$ cat config.mk
export PLATFORM = sky130hd
export DESIGN_NAME = ntt_fifo_writer
export DESIGN_NICKNAME = d
export VERILOG_FILES = /design/src/rtl/ntt_fifo_writer.sv
export SDC_FILE = /design/constraint.sdc
export NUM_CORES = 1
export LEC_CHECK = 0
export ABC_AREA = 1
export CAP_MARGIN = 20
export CORE_AREA = 2 2 358 360
export CTS_CLUSTER_DIAMETER = 200
export CTS_CLUSTER_SIZE = 24
export DETAILED_ROUTE_END_ITERATION = 6
export DIE_AREA = 0 0 360 362
export DONT_BUFFER_PORTS = 1
export GPL_ROUTABILITY_DRIVEN = 0
export HOLD_SLACK_MARGIN = 0.03
export SYNTH_ARGS = -nofsm -noshare
export SYNTH_HDL_FRONTEND = slang
export SYNTH_SLANG_ARGS = --single-unit
export TNS_END_PERCENT = 30
$ cat constraint.sdc
create_clock -name clk -period 3.5 [get_ports clk]
set_clock_uncertainty 0.15 [all_clocks]
set_input_delay 0.35 -clock clk [delete_from_list [all_inputs] [get_ports clk]]
set_output_delay 0.35 -clock clk [all_outputs]
set_load 0.01 [all_outputs]
$ cat src/rtl/ntt_fifo_writer.sv
// Producer side of a myFIFO_NTT buffer: streams one polynomial per command into
// the dual-port FIFO RAM (even/odd lines per beat), then commits it with wr_finish.
module ntt_fifo_writer #(
  parameter int LINE_SIZE     = 4,
  parameter int BIT_WIDTH     = 54,
  parameter int ADDR_WIDTH    = 9,
  parameter int RLWE_ID_WIDTH = 3,
  parameter int OPCODE_WIDTH  = 4
) (
  input  logic                                 clk,
  input  logic                                 rst,
  input  logic [4:0]                           log2_len,
  input  logic                                 cmd_valid,
  output logic                                 cmd_ready,
  input  logic [RLWE_ID_WIDTH-1:0]             cmd_rlwe_id,
  input  logic                                 cmd_poly_id,
  input  logic [OPCODE_WIDTH-1:0]              cmd_opcode,
  input  logic                                 in_valid,
  output logic                                 in_ready,
  input  logic [2*LINE_SIZE*BIT_WIDTH-1:0]     in_data,
  input  logic                                 fifo_full,
  output logic [ADDR_WIDTH-1:0]                addrA,
  output logic [ADDR_WIDTH-1:0]                addrB,
  output logic [LINE_SIZE*BIT_WIDTH-1:0]       dA,
  output logic [LINE_SIZE*BIT_WIDTH-1:0]       dB,
  output logic [LINE_SIZE-1:0]                 word_selA,
  output logic [LINE_SIZE-1:0]                 word_selB,
  output logic                                 wr_finish,
  output logic [RLWE_ID_WIDTH-1:0]             rlwe_id,
  output logic                                 poly_id,
  output logic [OPCODE_WIDTH-1:0]              opcode,
  output logic                                 busy
);

  localparam int LINE_W = LINE_SIZE * BIT_WIDTH;
  localparam int SHIFT  = $clog2(2 * LINE_SIZE);
  localparam int CNT_W  = ADDR_WIDTH - 1;

  typedef enum logic [2:0] {
    IDLE,
    WAIT_SPACE,
    WRITE,
    COMMIT,
    SETTLE
  } state_t;

  state_t                     state_q, state_d;
  logic [CNT_W-1:0]           beat_q, beat_d;
  logic                       cmd_ready_q, cmd_ready_d;
  logic                       busy_q, busy_d;
  logic                       wr_finish_q, wr_finish_d;
  logic [RLWE_ID_WIDTH-1:0]   rlwe_id_q, rlwe_id_d;
  logic                       poly_id_q, poly_id_d;
  logic [OPCODE_WIDTH-1:0]    opcode_q, opcode_d;

  logic [31:0]                n_beats;
  logic                       last_beat;
  logic                       fire;

  // Lengths shorter than one beat yield zero beats: the buffer is committed empty.
  always_comb begin
    n_beats = '0;
    if (log2_len >= 5'(SHIFT)) n_beats = 32'd1 << (log2_len - 5'(SHIFT));
  end

  assign last_beat = (32'(beat_q) == (n_beats - 32'd1));
  assign fire      = (state_q == WRITE) && in_valid;

  always_comb begin
    state_d   = state_q;
    beat_d    = beat_q;
    rlwe_id_d = rlwe_id_q;
    poly_id_d = poly_id_q;
    opcode_d  = opcode_q;
    case (state_q)
      IDLE: begin
        if (cmd_valid && cmd_ready_q) begin
          rlwe_id_d = cmd_rlwe_id;
          poly_id_d = cmd_poly_id;
          opcode_d  = cmd_opcode;
          beat_d    = '0;
          state_d   = WAIT_SPACE;
        end
      end
      WAIT_SPACE: begin
        if (!fifo_full) state_d = (n_beats == 32'd0) ? COMMIT : WRITE;
      end
      // fifo_full is deliberately ignored here: space was confirmed before beat 0.
      WRITE: begin
        if (in_valid) begin
          if (last_beat) state_d = COMMIT;
          else           beat_d  = beat_q + 1'b1;
        end
      end
      COMMIT:  state_d = SETTLE;
      SETTLE:  state_d = IDLE;
      default: state_d = IDLE;
    endcase
    cmd_ready_d = (state_d == IDLE);
    busy_d      = (state_d != IDLE);
    wr_finish_d = (state_d != COMMIT);
  end

  always_ff @(posedge clk or posedge rst) begin
    if (rst) begin
      state_q     <= IDLE;
      beat_q      <= '0;
      cmd_ready_q <= 1'b0;
      busy_q      <= 1'b0;
      wr_finish_q <= 1'b1;
      rlwe_id_q   <= '0;
      poly_id_q   <= 1'b0;
      opcode_q    <= '0;
    end else begin
      state_q     <= state_d;
      beat_q      <= beat_d;
      cmd_ready_q <= cmd_ready_d;
      busy_q      <= busy_d;
      wr_finish_q <= wr_finish_d;
      rlwe_id_q   <= rlwe_id_d;
      poly_id_q   <= poly_id_d;
      opcode_q    <= opcode_d;
    end
  end

  assign cmd_ready = cmd_ready_q;
  assign busy      = busy_q;
  assign wr_finish = wr_finish_q;
  assign rlwe_id   = rlwe_id_q;
  assign poly_id   = poly_id_q;
  assign opcode    = opcode_q;

  // Write port signals are zero whenever no beat is accepted this cycle.
  assign in_ready  = (state_q == WRITE);
  assign word_selA = {LINE_SIZE{fire}};
  assign word_selB = {LINE_SIZE{fire}};
  assign addrA     = fire ? {beat_q, 1'b0} : '0;
  assign addrB     = fire ? {beat_q, 1'b1} : '0;
  assign dA        = fire ? in_data[LINE_W-1:0] : '0;
  assign dB        = fire ? in_data[2*LINE_W-1:LINE_W] : '0;

endmodule

==> reports/results.ini <==
[layout]
drive_above_1_share_pct = 20.7
total_area_of_multi_input_combinational_cells_um2 = 2820
seq_area_um2 = 552
num-fill-cells = 15100
fin_cells = 3093
area_growth_syn_to_layout_pct = 69.6
fin_nets = 1869

[clock_tree]
path_clk_slew_ns = 0.06
htreeDepth = 1
cts_tree = yes
resized_after_cts = 0
tritoncts_num_sinks = 22
clock_path_buffers = 2
post_cts_buffers = 0
clock_latency_ns = 0.26
cts_inserted_buffers = 3
cts-root-buf = sky130_fd_sc_hd__clkbuf_16
holdBufCountCts = 0

[floorplanning]
coreArea_um2 = 127000
boundaryPins = 920
die_w_um = 360
die_area_um2 = 130000
placementRows = 131
initial_core_util_pct = 4.35
height_of_the_chip_um = 362

[critical_path]
critical_path.startpoint_type = flip-flop
critPathBufInv = 6
timing.critical_path.required_ns = 3.00
worst_path_largest_cell_delay_ns = 0.57
timing.critical_path.slowest_stage_cell = sky130_fd_sc_hd__buf_4
path_common_cell = sky130_fd_sc_hd__buf_4
timing.setup.critical_path_class = reg -> out
critical_path_peak_fanout = 68
critical_path.top_delay_family = buffers and inverters
critical_path.endpoint_type = primary output
cp_cell_sequence = inv_1 > nor3_1 > buf_4 > inv_1 > nor2_4 > inv_8 > buf_4 > nor2_1 > buf_4
crit_arrival_ns = 2.68

[route]
drcViolationCount = 0
totalWireLength_um = 85700
drt_pre_antenna_iters = 5
drt_iter0_markers = 866
avgRoutedWirePerCell_um = 27.7
dr_total_vias = 8591
vias_per_cell = 2.78
ant_nets = 0

[placed_design]
port-buffer-count = 0
hpwl_um = 80600
number_of_placed_instances_with_taps_included = 3074

[timing]
fmax_mhz = 314
finalWorstPathRequiredPeriod_ns = 3.18
timing.final.setup_violations = 0
final_hold_fails = 0
ratio_of_final_minimum_period_to_clock_period_pct = 90.9
final-max-slew-violation-count = 0
unrepaired_setup_endpoints_after_global_routing = false
finalSetupTns_ns = 0
worst-slew-pin-transition_ns = 0.846
relative_max_transition_margin_pct = 43.6

[logic_synthesis]
postSynthRegisterBits = 22
syn_area_per_cell_um2 = 4.49
synthesis.nets = 1681
yosysSeqAreaShare_pct = 10.0
yosysUniqueCellTypes = 31
yosysWarnings = 0
synthesis.instances = 1229
netlist_area_um2 = 5510

[power]
standby_leakage_power_uw = 0.00561
p_per_area_nw_per_um2 = 201
ir_drop_mv = 0.163

[job]
cap_violations = 0

[global_route]
grt_start_max_net_pins = 84
antenna_found_initial = 98
final_global_route_overflow_total = 0
grtUsageTotal_pct = 12.3
first_global_vias = 7568
global_route_wire_length_before_repair_um = 100000

[status]
status = finished clean

[min_path]
hold_path_class = in -> async

registers in the layout, indices dropped and copies added, names as in the netlist:
register and flops:
rlwe_id 3, state_q 3, beat_q 8, opcode 4, wr_finish 1, poly_id 1
busy 1, cmd_ready 1
worst register-to-register path, stage by stage, from the launching register on:
cell and delay (ns):
sky130_fd_sc_hd__dfrtp_1 0.41, sky130_fd_sc_hd__inv_1 0.10, sky130_fd_sc_hd__nor3_1 0.05, sky130_fd_sc_hd__buf_4 0.16
sky130_fd_sc_hd__inv_1 0.30, sky130_fd_sc_hd__nor2_4 0.09, sky130_fd_sc_hd__inv_8 0.35, sky130_fd_sc_hd__nand2_1 0.37
sky130_fd_sc_hd__nand3_4 0.23, sky130_fd_sc_hd__nand2_1 0.06, sky130_fd_sc_hd__nand2_1 0.06
power breakdown:
part / internal (µW) / total [µW] / switching, µW / leakage [µW]
clock network: 227 / 320 / 93.1 / 0.0000512
logic: 385 / 1240 / 860 / 0.00527
registers: 279 / 316 / 36.5 / 0.000287
final cells by class:
type | count | area share (%)
Clock inverter | 1 | 0.321
Inverter | 476 | 19.2
Timing Repair Buffer | 254 | 20.9
Tap cell | 1662 | 22.2
Multi-Input combinational cell | 660 | 30.2
Sequential cell | 22 | 5.90
Antenna cell | 15 | 0.401
Clock buffer | 3 | 0.803
stage by stage:
stage          util, %  hold WS [ns]  area (µm²)  worst slack, ns  total power, µW
2_1_floorplan        -         0.188        5510            0.771              975
3_3_place_gp      7.27         0.294        9210            0.709             1550
3_5_place_dp      7.27         0.313        9210            0.662             1560
4_1_cts           7.35        0.0462        9310            0.354             1890
5_1_grt           7.36        0.0783        9330            0.152             2020
6_report          7.38      0.000741        9350            0.319             1880
placed cells by master, fill, tap and decap left out, types with 4 or more instances in the layout:
master / synthesis / routed
sky130_fd_sc_hd__nor2_1: 473 / 472
sky130_fd_sc_hd__inv_1: 470 / 470
sky130_fd_sc_hd__buf_4: 18 / 250
sky130_fd_sc_hd__nand2_1: 89 / 89
sky130_fd_sc_hd__nand3_1: 25 / 25
sky130_fd_sc_hd__dfrtp_1: 21 / 21
sky130_fd_sc_hd__nand4_1: 19 / 19
sky130_fd_sc_hd__diode_2: 0 / 15
sky130_fd_sc_hd__nor3_1: 10 / 10
sky130_fd_sc_hd__nand3_2: 7 / 7
sky130_fd_sc_hd__xor2_1: 7 / 7
sky130_fd_sc_hd__nand2_2: 7 / 7
sky130_fd_sc_hd__nor2_4: 4 / 5
sky130_fd_sc_hd__buf_12: 0 / 4
path summary, 6_finish.rpt:
check | depth (start not counted) | slack (ns) | endpoint | from
max reg2reg | 10 | 1.09 | beat_q[7] | state_q[1]
min | 1 | 0.0007 | rlwe_id[0] | rst
min in group clk | 2 | 0.06 | rlwe_id[0] | cmd_rlwe_id[0]
min reg2reg | 2 | 0.35 | beat_q[5] | beat_q[5]
max | 9 | 0.32 | addrB[1] | state_q[1]
max in group asynchronous | 1 | 2.67 | cmd_ready | rst
cells by family (layout without fill, tap and decap cells):
group                      Yosys count  count (layout)  share of synthesized area (%)
other                                1              16                         0.0680
AOI/OAI and AO/OA                    9               9                           1.27
and+or+nand+nor                    641             641                           48.1
buffers and inverters              547             734                           38.9
adders and majority gates            2               2                          0.454
xor gates and xnor gates             7               7                           1.11
DFF                                 22              22                           10.0
cells in the mapped netlist:
cell,instances,area (µm²)
sky130_fd_sc_hd__nor2_4,4,45.0
sky130_fd_sc_hd__a21o_1,1,7.51
sky130_fd_sc_hd__inv_2,4,15.0
sky130_fd_sc_hd__o21ai_2,2,17.5
sky130_fd_sc_hd__dfrtp_1,21,526
sky130_fd_sc_hd__a21oi_1,2,10.0
sky130_fd_sc_hd__nand2_4,2,22.5
sky130_fd_sc_hd__ha_1,2,25.0
sky130_fd_sc_hd__nand3_4,2,35.0
sky130_fd_sc_hd__nand3_1,25,125
sky130_fd_sc_hd__nand2_1,89,334
sky130_fd_sc_hd__nor3_1,10,50.1
sky130_fd_sc_hd__inv_4,1,6.26
sky130_fd_sc_hd__nand2_2,7,43.8
sky130_fd_sc_hd__o21ai_0,2,10.0
sky130_fd_sc_hd__clkbuf_1,49,184
sky130_fd_sc_hd__xor2_1,7,61.3
sky130_fd_sc_hd__nand4_1,19,119
sky130_fd_sc_hd__nor2_1,473,1780
sky130_fd_sc_hd__nor2_2,2,12.5
sky130_fd_sc_hd__buf_6,3,33.8
sky130_fd_sc_hd__nand3_2,7,70.1
sky130_fd_sc_hd__o21ai_4,1,16.3
sky130_fd_sc_hd__dfstp_2,1,26.3
sky130_fd_sc_hd__inv_1,470,1760
sky130_fd_sc_hd__nand4_4,1,21.3
sky130_fd_sc_hd__buf_2,1,5.00
sky130_fd_sc_hd__clkinv_1,1,3.75
sky130_fd_sc_hd__conb_1,1,3.75
sky130_fd_sc_hd__buf_4,18,135
sky130_fd_sc_hd__a41oi_1,1,8.76
layer usage:
layer	track usage, %	share of wire (%)	vias up
met2	16.7	38	834
met3	13.7	25	181
met4	1.75	1.9	36
li1	-	-	3648
met5	1.41	0.24	-
met1	12.8	35	3892
(Power assumes the default switching activity.)
